$ cat src/rtl/mem_loader_if.sv
`default_nettype none
// ============================================================================
// Module      : mem_loader_if
// Description : Stream, CPU-bus and memory-port bundle for mem_loader.
// Revision    : 1.0 - initial release
// ============================================================================
interface mem_loader_if #(
    parameter int ADDR_W = 16
);
    logic              rx_valid;
    logic [7:0]        rx_data;
    logic              rx_ready;
    logic              cpu_mw;
    logic [ADDR_W-1:0] cpu_addr;
    logic [7:0]        cpu_data;
    logic              mem_mw;
    logic [ADDR_W-1:0] mem_addr;
    logic [7:0]        mem_data_in;
    logic              cpu_hold;
    logic              load_done;
    logic              load_err;

    modport slave (
        input  rx_valid, rx_data, cpu_mw, cpu_addr, cpu_data,
        output rx_ready, mem_mw, mem_addr, mem_data_in, cpu_hold, load_done, load_err
    );

    modport master (
        output rx_valid, rx_data, cpu_mw, cpu_addr, cpu_data,
        input  rx_ready, mem_mw, mem_addr, mem_data_in, cpu_hold, load_done, load_err
    );
endinterface
`default_nettype wire

$ cat src/rtl/mem_loader.sv
`default_nettype none
// ============================================================================
// Module      : mem_loader
// Description : Boot loader writing a framed byte stream into cpumemory while
//               the CPU is held, then muxing the CPU bus onto the memory port.
// Revision    : 1.0 - initial release
// ============================================================================
module mem_loader #(
    parameter int MEM_SIZE = 2048,
    parameter int ADDR_W   = 16
) (
    input  wire logic     clk,
    input  wire logic     rst_n,
    mem_loader_if.slave   bus
);
    localparam logic c_MW_READ  = 1'b0;
    localparam logic c_MW_WRITE = 1'b1;

    localparam logic [2:0] c_ST_ADDR_LO = 3'd0;
    localparam logic [2:0] c_ST_ADDR_HI = 3'd1;
    localparam logic [2:0] c_ST_LEN_LO  = 3'd2;
    localparam logic [2:0] c_ST_LEN_HI  = 3'd3;
    localparam logic [2:0] c_ST_DATA    = 3'd4;
    localparam logic [2:0] c_ST_CSUM    = 3'd5;
    localparam logic [2:0] c_ST_DONE    = 3'd6;
    localparam logic [2:0] c_ST_ERROR   = 3'd7;

    logic [2:0]        r_state;
    logic [2:0]        w_state_nxt;
    logic [ADDR_W-1:0] r_start;
    logic [15:0]       r_len;
    logic [15:0]       r_count;
    logic [7:0]        r_sum;
    logic              r_wr_en;
    logic [ADDR_W-1:0] r_wr_addr;
    logic [7:0]        r_wr_data;

    logic              w_rx_ready;
    logic              w_accept;
    logic [15:0]       w_len_full;
    logic [ADDR_W:0]   w_end;
    logic              w_oob;
    logic              w_last_data;

    logic              w_mem_mw;
    logic [ADDR_W-1:0] w_mem_addr;
    logic [7:0]        w_mem_data;
    logic              w_cpu_hold;
    logic              w_load_done;
    logic              w_load_err;

    assign w_accept    = bus.rx_valid & w_rx_ready;
    assign w_len_full  = {bus.rx_data, r_len[7:0]};
    // End address at one extra bit so a frame that wraps the address space is still rejected.
    assign w_end       = {1'b0, r_start} + (ADDR_W+1)'(w_len_full);
    assign w_oob       = w_end > (ADDR_W+1)'(MEM_SIZE);
    assign w_last_data = (r_count + 16'd1) == r_len;

    // ------------------------------------------------------------------------
    // FSM: state register
    // ------------------------------------------------------------------------
    always_ff @(posedge clk or negedge rst_n) begin
        if (!rst_n) begin
            r_state <= c_ST_ADDR_LO;
        end else begin
            r_state <= w_state_nxt;
        end
    end

    // ------------------------------------------------------------------------
    // FSM: next state
    // ------------------------------------------------------------------------
    always_comb begin
        w_state_nxt = r_state;
        if (w_accept) begin
            case (r_state)
                c_ST_ADDR_LO: w_state_nxt = c_ST_ADDR_HI;
                c_ST_ADDR_HI: w_state_nxt = c_ST_LEN_LO;
                c_ST_LEN_LO:  w_state_nxt = c_ST_LEN_HI;
                c_ST_LEN_HI: begin
                    if (w_oob) begin
                        w_state_nxt = c_ST_ERROR;
                    end else if (w_len_full == 16'd0) begin
                        w_state_nxt = c_ST_CSUM;
                    end else begin
                        w_state_nxt = c_ST_DATA;
                    end
                end
                c_ST_DATA: begin
                    if (w_last_data) begin
                        w_state_nxt = c_ST_CSUM;
                    end
                end
                c_ST_CSUM: w_state_nxt = (bus.rx_data == r_sum) ? c_ST_DONE : c_ST_ERROR;
                default:   w_state_nxt = r_state;
            endcase
        end
    end

    // ------------------------------------------------------------------------
    // FSM: outputs
    // ------------------------------------------------------------------------
    always_comb begin
        w_rx_ready  = 1'b1;
        w_cpu_hold  = 1'b1;
        w_load_done = 1'b0;
        w_load_err  = 1'b0;
        w_mem_mw    = r_wr_en ? c_MW_WRITE : c_MW_READ;
        w_mem_addr  = r_wr_addr;
        w_mem_data  = r_wr_data;
        case (r_state)
            c_ST_DONE: begin
                w_rx_ready  = 1'b0;
                w_cpu_hold  = 1'b0;
                w_load_done = 1'b1;
                w_mem_mw    = bus.cpu_mw;
                w_mem_addr  = bus.cpu_addr;
                w_mem_data  = bus.cpu_data;
            end
            c_ST_ERROR: begin
                w_rx_ready = 1'b0;
                w_load_err = 1'b1;
                w_mem_mw   = c_MW_READ;
            end
            default: begin
            end
        endcase
    end

    // ------------------------------------------------------------------------
    // Frame datapath and registered write port
    // ------------------------------------------------------------------------
    always_ff @(posedge clk or negedge rst_n) begin
        if (!rst_n) begin
            r_start   <= '0;
            r_len     <= '0;
            r_count   <= '0;
            r_sum     <= '0;
            r_wr_en   <= 1'b0;
            r_wr_addr <= '0;
            r_wr_data <= '0;
        end else begin
            r_wr_en <= 1'b0;
            if (w_accept) begin
                case (r_state)
                    c_ST_ADDR_LO: r_start <= ADDR_W'({r_start[15:8], bus.rx_data});
                    c_ST_ADDR_HI: r_start <= ADDR_W'({bus.rx_data, r_start[7:0]});
                    c_ST_LEN_LO:  r_len   <= {r_len[15:8], bus.rx_data};
                    c_ST_LEN_HI:  r_len   <= w_len_full;
                    c_ST_DATA: begin
                        r_wr_en   <= 1'b1;
                        r_wr_addr <= r_start + ADDR_W'(r_count);
                        r_wr_data <= bus.rx_data;
                        r_count   <= r_count + 16'd1;
                        r_sum     <= r_sum + bus.rx_data;
                    end
                    default: begin
                    end
                endcase
            end
        end
    end

    assign bus.rx_ready    = w_rx_ready;
    assign bus.mem_mw      = w_mem_mw;
    assign bus.mem_addr    = w_mem_addr;
    assign bus.mem_data_in = w_mem_data;
    assign bus.cpu_hold    = w_cpu_hold;
    assign bus.load_done   = w_load_done;
    assign bus.load_err    = w_load_err;
endmodule
`default_nettype wire

$ cat src/flat_wrapper.sv
// flat-port wrapper written by rule: the top's interface ports become plain ports
module mem_loader_flat 
#(
    parameter int MEM_SIZE = 2048,
    parameter int ADDR_W   = 16
)
  (clk, rst_n, bus_rx_valid, bus_rx_data, bus_cpu_mw, bus_cpu_addr, bus_cpu_data, bus_rx_ready, bus_mem_mw, bus_mem_addr, bus_mem_data_in, bus_cpu_hold, bus_load_done, bus_load_err);
  mem_loader_if #(.ADDR_W(ADDR_W)) bus_i ();
  input  wire logic clk;
  input  wire logic rst_n;
  input wire logic [$bits(bus_i.rx_valid)-1:0] bus_rx_valid;
  input wire logic [$bits(bus_i.rx_data)-1:0] bus_rx_data;
  input wire logic [$bits(bus_i.cpu_mw)-1:0] bus_cpu_mw;
  input wire logic [$bits(bus_i.cpu_addr)-1:0] bus_cpu_addr;
  input wire logic [$bits(bus_i.cpu_data)-1:0] bus_cpu_data;
  output wire logic [$bits(bus_i.rx_ready)-1:0] bus_rx_ready;
  output wire logic [$bits(bus_i.mem_mw)-1:0] bus_mem_mw;
  output wire logic [$bits(bus_i.mem_addr)-1:0] bus_mem_addr;
  output wire logic [$bits(bus_i.mem_data_in)-1:0] bus_mem_data_in;
  output wire logic [$bits(bus_i.cpu_hold)-1:0] bus_cpu_hold;
  output wire logic [$bits(bus_i.load_done)-1:0] bus_load_done;
  output wire logic [$bits(bus_i.load_err)-1:0] bus_load_err;
  assign bus_i.rx_valid = bus_rx_valid;
  assign bus_i.rx_data = bus_rx_data;
  assign bus_i.cpu_mw = bus_cpu_mw;
  assign bus_i.cpu_addr = bus_cpu_addr;
  assign bus_i.cpu_data = bus_cpu_data;
  assign bus_rx_ready = bus_i.rx_ready;
  assign bus_mem_mw = bus_i.mem_mw;
  assign bus_mem_addr = bus_i.mem_addr;
  assign bus_mem_data_in = bus_i.mem_data_in;
  assign bus_cpu_hold = bus_i.cpu_hold;
  assign bus_load_done = bus_i.load_done;
  assign bus_load_err = bus_i.load_err;
  mem_loader #(.MEM_SIZE(MEM_SIZE), .ADDR_W(ADDR_W)) u_core (.clk(clk), .rst_n(rst_n), .bus(bus_i));
endmodule
$ cat config.mk
export PLATFORM = sky130hd
export DESIGN_NAME = mem_loader_flat
export DESIGN_NICKNAME = d
export VERILOG_FILES = /design/src/rtl/mem_loader_if.sv /design/src/rtl/mem_loader.sv /design/src/flat_wrapper.sv
export SDC_FILE = /design/constraint.sdc
export NUM_CORES = 1
export LEC_CHECK = 0
export CORE_ASPECT_RATIO = 0.8
export CORE_MARGIN = 5
export CORE_UTILIZATION = 55
export DETAILED_ROUTE_END_ITERATION = 10
export GPL_ROUTABILITY_DRIVEN = 0
export GPL_TIMING_DRIVEN = 0
export PLACE_DENSITY = 0.86
export SETUP_SLACK_MARGIN = 0.05
export SLEW_MARGIN = 10
export SYNTH_ARGS = -nofsm -noshare
export SYNTH_HDL_FRONTEND = slang
export SYNTH_SLANG_ARGS = --single-unit
export TNS_END_PERCENT = 10
$ cat constraint.sdc
create_clock -name clk -period 3.3 [get_ports clk]
set_input_delay 0.99 -clock clk [delete_from_list [all_inputs] [get_ports clk]]
set_output_delay 0.99 -clock clk [all_outputs]
set_load 0.01 [all_outputs]
# Word level (Yosys, flattened, before mapping)
# Index checks and enable logic that the tools add are counted.
# W data, S select, Z words.
[classes]
n_bitwise = 5
n_addsub = 4
reduce_logical = 10
muxes = 17
n_lt_le_gt_ge = 1
n_eq_ne = 10
[ops]
columns = ["cell", "n"]
rows = [
  ["$pmux W16 S2", 2],
  ["$pmux W3 S6", 1],
  ["$add A16 B16 Y17", 1],
  ["$gt A17 B12 Y1 const B", 1],
  ["$add A16 B1 Y16 const B", 1],
  ["$add A16 B16 Y16", 1],
  ["$eq A16 B16 Y1", 1],
  ["$logic_not A16 Y1", 1],
  ["$mux W16", 1],
  ["$reduce_and A3 Y1", 5],
  ["$eq A3 B3 Y1 const B", 4],
  ["$mux W1", 9],
  ["$add A8 B8 Y8", 1],
  ["$eq A8 B8 Y1", 1],
  ["$mux W8", 1],
  ["$eq A3 B2 Y1 const B", 2],
  ["$mux W3", 2],
  ["$reduce_bool A6 Y1", 1],
  ["$not A1 Y1", 4],
  ["$eq A3 B1 Y1 const B", 1],
  ["$logic_not A3 Y1", 1],
  ["$ne A2 B1 Y1 const B", 1],
  ["$pmux W1 S2", 1],
  ["$reduce_and A2 Y1", 1],
  ["other kinds (2)", 2],
]
[totals]
regBits = 84
inputBits = 36
elab_cells = 57

# Logic depth before layout (Yosys ltp)
[depth]
ltp_word = 5
depth_mapped = 11
depth_no_buf = 11

# Worst setup path after synthesis
# Ideal clock, no wire load.
[synth_path]
path_type = "input-to-reg"
start = "in bus_rx_data[2]"
end = "reg u_core.r_state[0]"
t_required_ps = 3176
path_slack_ps = 52
arrival_ps = 3124
n_path_buf = 0
setup_time_ps = 124
path_stages = 9
cell_sequence = "ha_1 -> nor3b_1 -> a2111oi_2 -> o31ai_1 -> nor3_2 -> nand4_1 -> o311a_1 -> or4_1 -> o31a_1"
[synth_between]
elab_chain_cells = 4
word_cells_on_any_way = 8
cone_classes = "1 x add/sub; 1 x order compare; 1 x eq/ne; 4 x mux; 1 x reduce/logical"
[synth_lines]
columns = ["element", "line", "source"]
rows = [
  ["start, declared", "flat_wrapper.sv:12", "input wire logic [$bits(bus_i.rx_data)-1:0] bus_rx_data;"],
  ["$add A16 B16 Y17 / $logic_not A16 Y1 (equally long branches)", "mem_loader.sv:55, mem_loader.sv:83", ""],
  ["$gt A17 B12 Y1 / $mux W1 (equally long branches)", "mem_loader.sv:56, mem_loader.sv:83", ""],
  ["$mux W3", "mem_loader.sv:81", "if (w_oob) begin"],
  ["$pmux W3 S6 (*)", "mem_loader.sv:76", "case (r_state)"],
  ["end signal, assigned", "mem_loader.sv:64", "r_state <= c_ST_ADDR_LO;"],
  ["end signal, assigned", "mem_loader.sv:66", "r_state <= w_state_nxt;"],
  ["end, declared", "mem_loader.sv:28", "logic [2:0] r_state;"],
]
# Mark *: on every way between the ends. The rest lies on a longest branch, timed or not.
# A chain may end at the register's enable or synchronous reset.

# Final worst setup path
[layout_path]
start = "in bus_rx_data[1]"
end = "reg u_core.r_state[0]"
# The elaborated chain is that of the path after synthesis.

==> out/qor.yml <==
sta:
  finalHoldViolCount: 0
  rsz0062_at_grt: "yes"
  fmax_mhz: 310
  fin_setup_tns_ns: 0
  slew_viol_final: 0
  fin_skew_ns: 0.00757
  worst_pin_slew_ns: 1.23
  relSlewSlack_pct: 18.2
  setup_violations: 0
  min_period_over_period_pct: 97.9
  fin_crit_ns: 3.23
yosys:
  ys_types: 61
  synth_compound_area_share_pct: 15.2
  synth_seq_cells: 84
  synth_mux_area_share_pct: 5.62
  synth_area_sq_um: 5810
  yosysSeqAreaShare_pct: 36.2
  syn-num-nets: 752
  ys_warn_count: 0
  synth-async-reset-ratio_pct: 100
  synth_top_cells_by_area: "dfrtp_1 (36%), nand2_1 (9.2%), ha_1 (8.4%), mux2_2 (5.6%), xnor2_1 (4.5%)"
  synth_top_cell_area_share_pct: 36.2
  synth-edff-count: 0
  synth_largest_area_cell: "dfrtp_1"
  yosys.area_share.simple_pct: 22.4
  synth_ff_type: "dfrtp_1"
  synth_top_family_by_area: "simple AND/OR/NAND/NOR gates"
  postSynthCellCount: 674
  synth_fa_ha_area_share_pct: 9.43
  post_synth.cell_area_avg_sq_um: 8.62
  synth-xor-area-share_pct: 7.84
grt:
  grt-busiest-layer: "met2"
  grt_pass1_wl_um: 26900
  antenna_found_initial: 0
  grt_max_degree: 55
  track_usage_pct: 26.1
  grt_pass1_vias: 5519
  grt_use_met2_pct: 45.4
  met3_usage_pct: 5.54
  overflow: 0
  met1_usage_pct: 33.0
place:
  hpwl_um: 12000
  port_buffers: 64
  placedCellCount: 879
die:
  die_y_um: 102
  rows: 33
  io_pins: 65
  dieArea_sq_um: 12700
  dieWidth_um: 125
  initial_core_util_pct: 56.5
  core_area_sq_um: 10300
detailed_routing:
  via_per_inst: 6.16
  first_pass_iters: 5
  ant_nets: 0
  num_vias: 5509
  drc: 0
  wire_per_inst_um: 18.6
  drt_wl_total_um: 16700
  drtIter0Drc: 504
cts:
  ctsHoldBuffers: 0
  path_clk_slew_ns: 0.06
  cts_root_buf: "clkbuf_16"
  clock_path_buffers: 2
  numCtsBuffers: 9
  clkLatencyLatePin_ns: 0.34
  cts.htree.levels: 3
  clock-sinks: 84
  cts_tree: "yes"
critical_path:
  cp_slowest_stage_delay_ns: 0.44
  critPathKind: "in -> reg"
  cp_cell_sequence: "buf_2 -> ha_4 -> nor3b_1 -> a2111oi_2 -> o31ai_1 -> nor3_2 -> nand4_1 -> o311a_1 -> or4_4 -> o31a_1"
  required_ns: 3.53
  cp_top_family: "compound AO/OA/AOI/OAI gates"
  crit_path_max_fanout: 7
  regToRegSetupSlack_ns: 0.09
  cp-end-kind: "flip-flop"
  startpoint_type: "input port"
  crit_buf_inv: 1
  arrival_ns: 3.45
  cp_slowest_cell: "or4_4"
layout:
  ff_latch_area_sq_um: 2110
  syn_to_final_growth_pct: 22.1
  fillers: 769
  nets: 829
  multi_input_area_sq_um: 3570
  n_antenna_cell: 0
  drive_above_1_share_pct: 10.7
  final_core_util_pct: 69.0
  fin_cells: 895
power_and_ir_drop:
  p_leak_uw: 0.00323
  power.total_uw: 4540
  powerDensity_nw_per_um2: 640
  vdd_drop_max_mv: 0.334
run_status:
  outcome: "finished, final reports clean"
worst_hold_path:
  hold_class: "reg -> reg"
job:
  drv_cap: 0
timing repair:
| action | in CTS | in global routing |
|---|---|---|
| setup endpoints to repair | 29 | 20 |
| pin swaps | 0 | 6 |
| resized for setup | 32 | 7 |
| buffers inserted | 3 | 1 |
through the flow:
step | setup slack (ns) | instance area [sq um] | hold slack [ns]
finish | 0.0707 | 7090 | 0.476
global route | 0.0113 | 7090 | 0.507
CTS | 0.0586 | 7060 | 0.480
detailed placement | -1.02 | 6650 | 0.466
global placement | -1.59 | 6630 | 0.459
floorplan | 0.0521 | 5810 | 0.446
synth_stat cells, types with 16 or more instances:
cell type,number
a21oi_1,21
mux2_2,29
nand3_1,18
ha_1,39
xnor2_1,30
nor2_1,30
o21ai_0,41
clkbuf_1,21
xor2_1,22
nor3_1,16
dfrtp_1,84
inv_1,25
nand2_1,143
worst paths after layout:
path	startpoint	endpoint	cells after the start
worst max register to register	u_core.r_len[0]	u_core.r_state[0]	10
max in group asynchronous	rst_n	u_core.r_state[2]	2
worst min register to register	u_core.r_wr_data[4]	u_core.r_wr_data[4]	2
worst max-delay path	bus_rx_data[1]	u_core.r_state[0]	10
min in group asynchronous	rst_n	u_core.r_wr_data[0]	1
worst min-delay path	u_core.r_wr_data[4]	u_core.r_wr_data[4]	2
layer usage:
layer,up-vias,routed length [um]
met5,-,0
met3,50,1450
met2,278,7810
met4,0,439
met1,2641,6960
li1,2540,-
layout make-up:
type / count / share of cell area, %
Clock inverter: 6 / 1.94
Tap cell: 140 / 2.47
Buffer: 21 / 1.25
Sequential cell: 84 / 29.7
Inverter: 27 / 1.43
Multi-Input combinational cell: 539 / 50.3
Clock buffer: 9 / 3.18
Timing Repair Buffer: 69 / 9.69
registers in the layout, summed over array words and instances (netlist names):
signal,cells
u_core.r_state,3
u_core.r_start,16
u_core.r_sum,8
u_core.r_len,16
u_core.r_count,16
u_core.r_wr_addr,16
u_core.r_wr_en,1
u_core.r_wr_data,8
worst reg2reg max path: stages (launching register included):
cell      delay, ns
dfrtp_1        0.42
ha_1           0.27
fa_2           0.38
a21oi_2        0.18
o221ai_2       0.13
a31oi_1        0.29
o311a_1        0.22
o22ai_1        0.10
o311a_1        0.36
or4_4          0.44
o31a_1         0.31
power by group:
group          internal [uW]  switching (uW)  total [uW]  leakage, uW
Sequential              1210             221        1430      0.00108
Clock                    814             410        1220     0.000176
Combinational            911             970        1880      0.00197
Total                   2940            1600        4540      0.00323
kinds of logic (layout without fill, tap and decap cells):
| logic type | after synthesis | in the layout |
|---|---|---|
| flip-flops | 84 | 84 |
| AO/OA/AOI/OAI | 137 | 137 |
| XOR/XNOR | 52 | 52 |
| adder cells (fa/ha/maj) | 42 | 42 |
| AND/OR/NAND/NOR | 279 | 279 |
| buffers and inverters | 51 | 132 |
| multiplexers | 29 | 29 |
layout by cell type (no fill, tap or decap), drive strengths merged, types with 10 or more instances in the layout:
cell type,instances
nor4,11
o21ai,47
nor3,17
nor2,31
xnor2,30
dfrtp,84
clkbuf,27
clkdlybuf4s50,58
nand2,143
xor2,22
a21oi,22
nand3,18
buf,12
ha,39
mux2,29
inv,27
a211oi,10
Note: power is estimated with default switching activity, not from simulation.
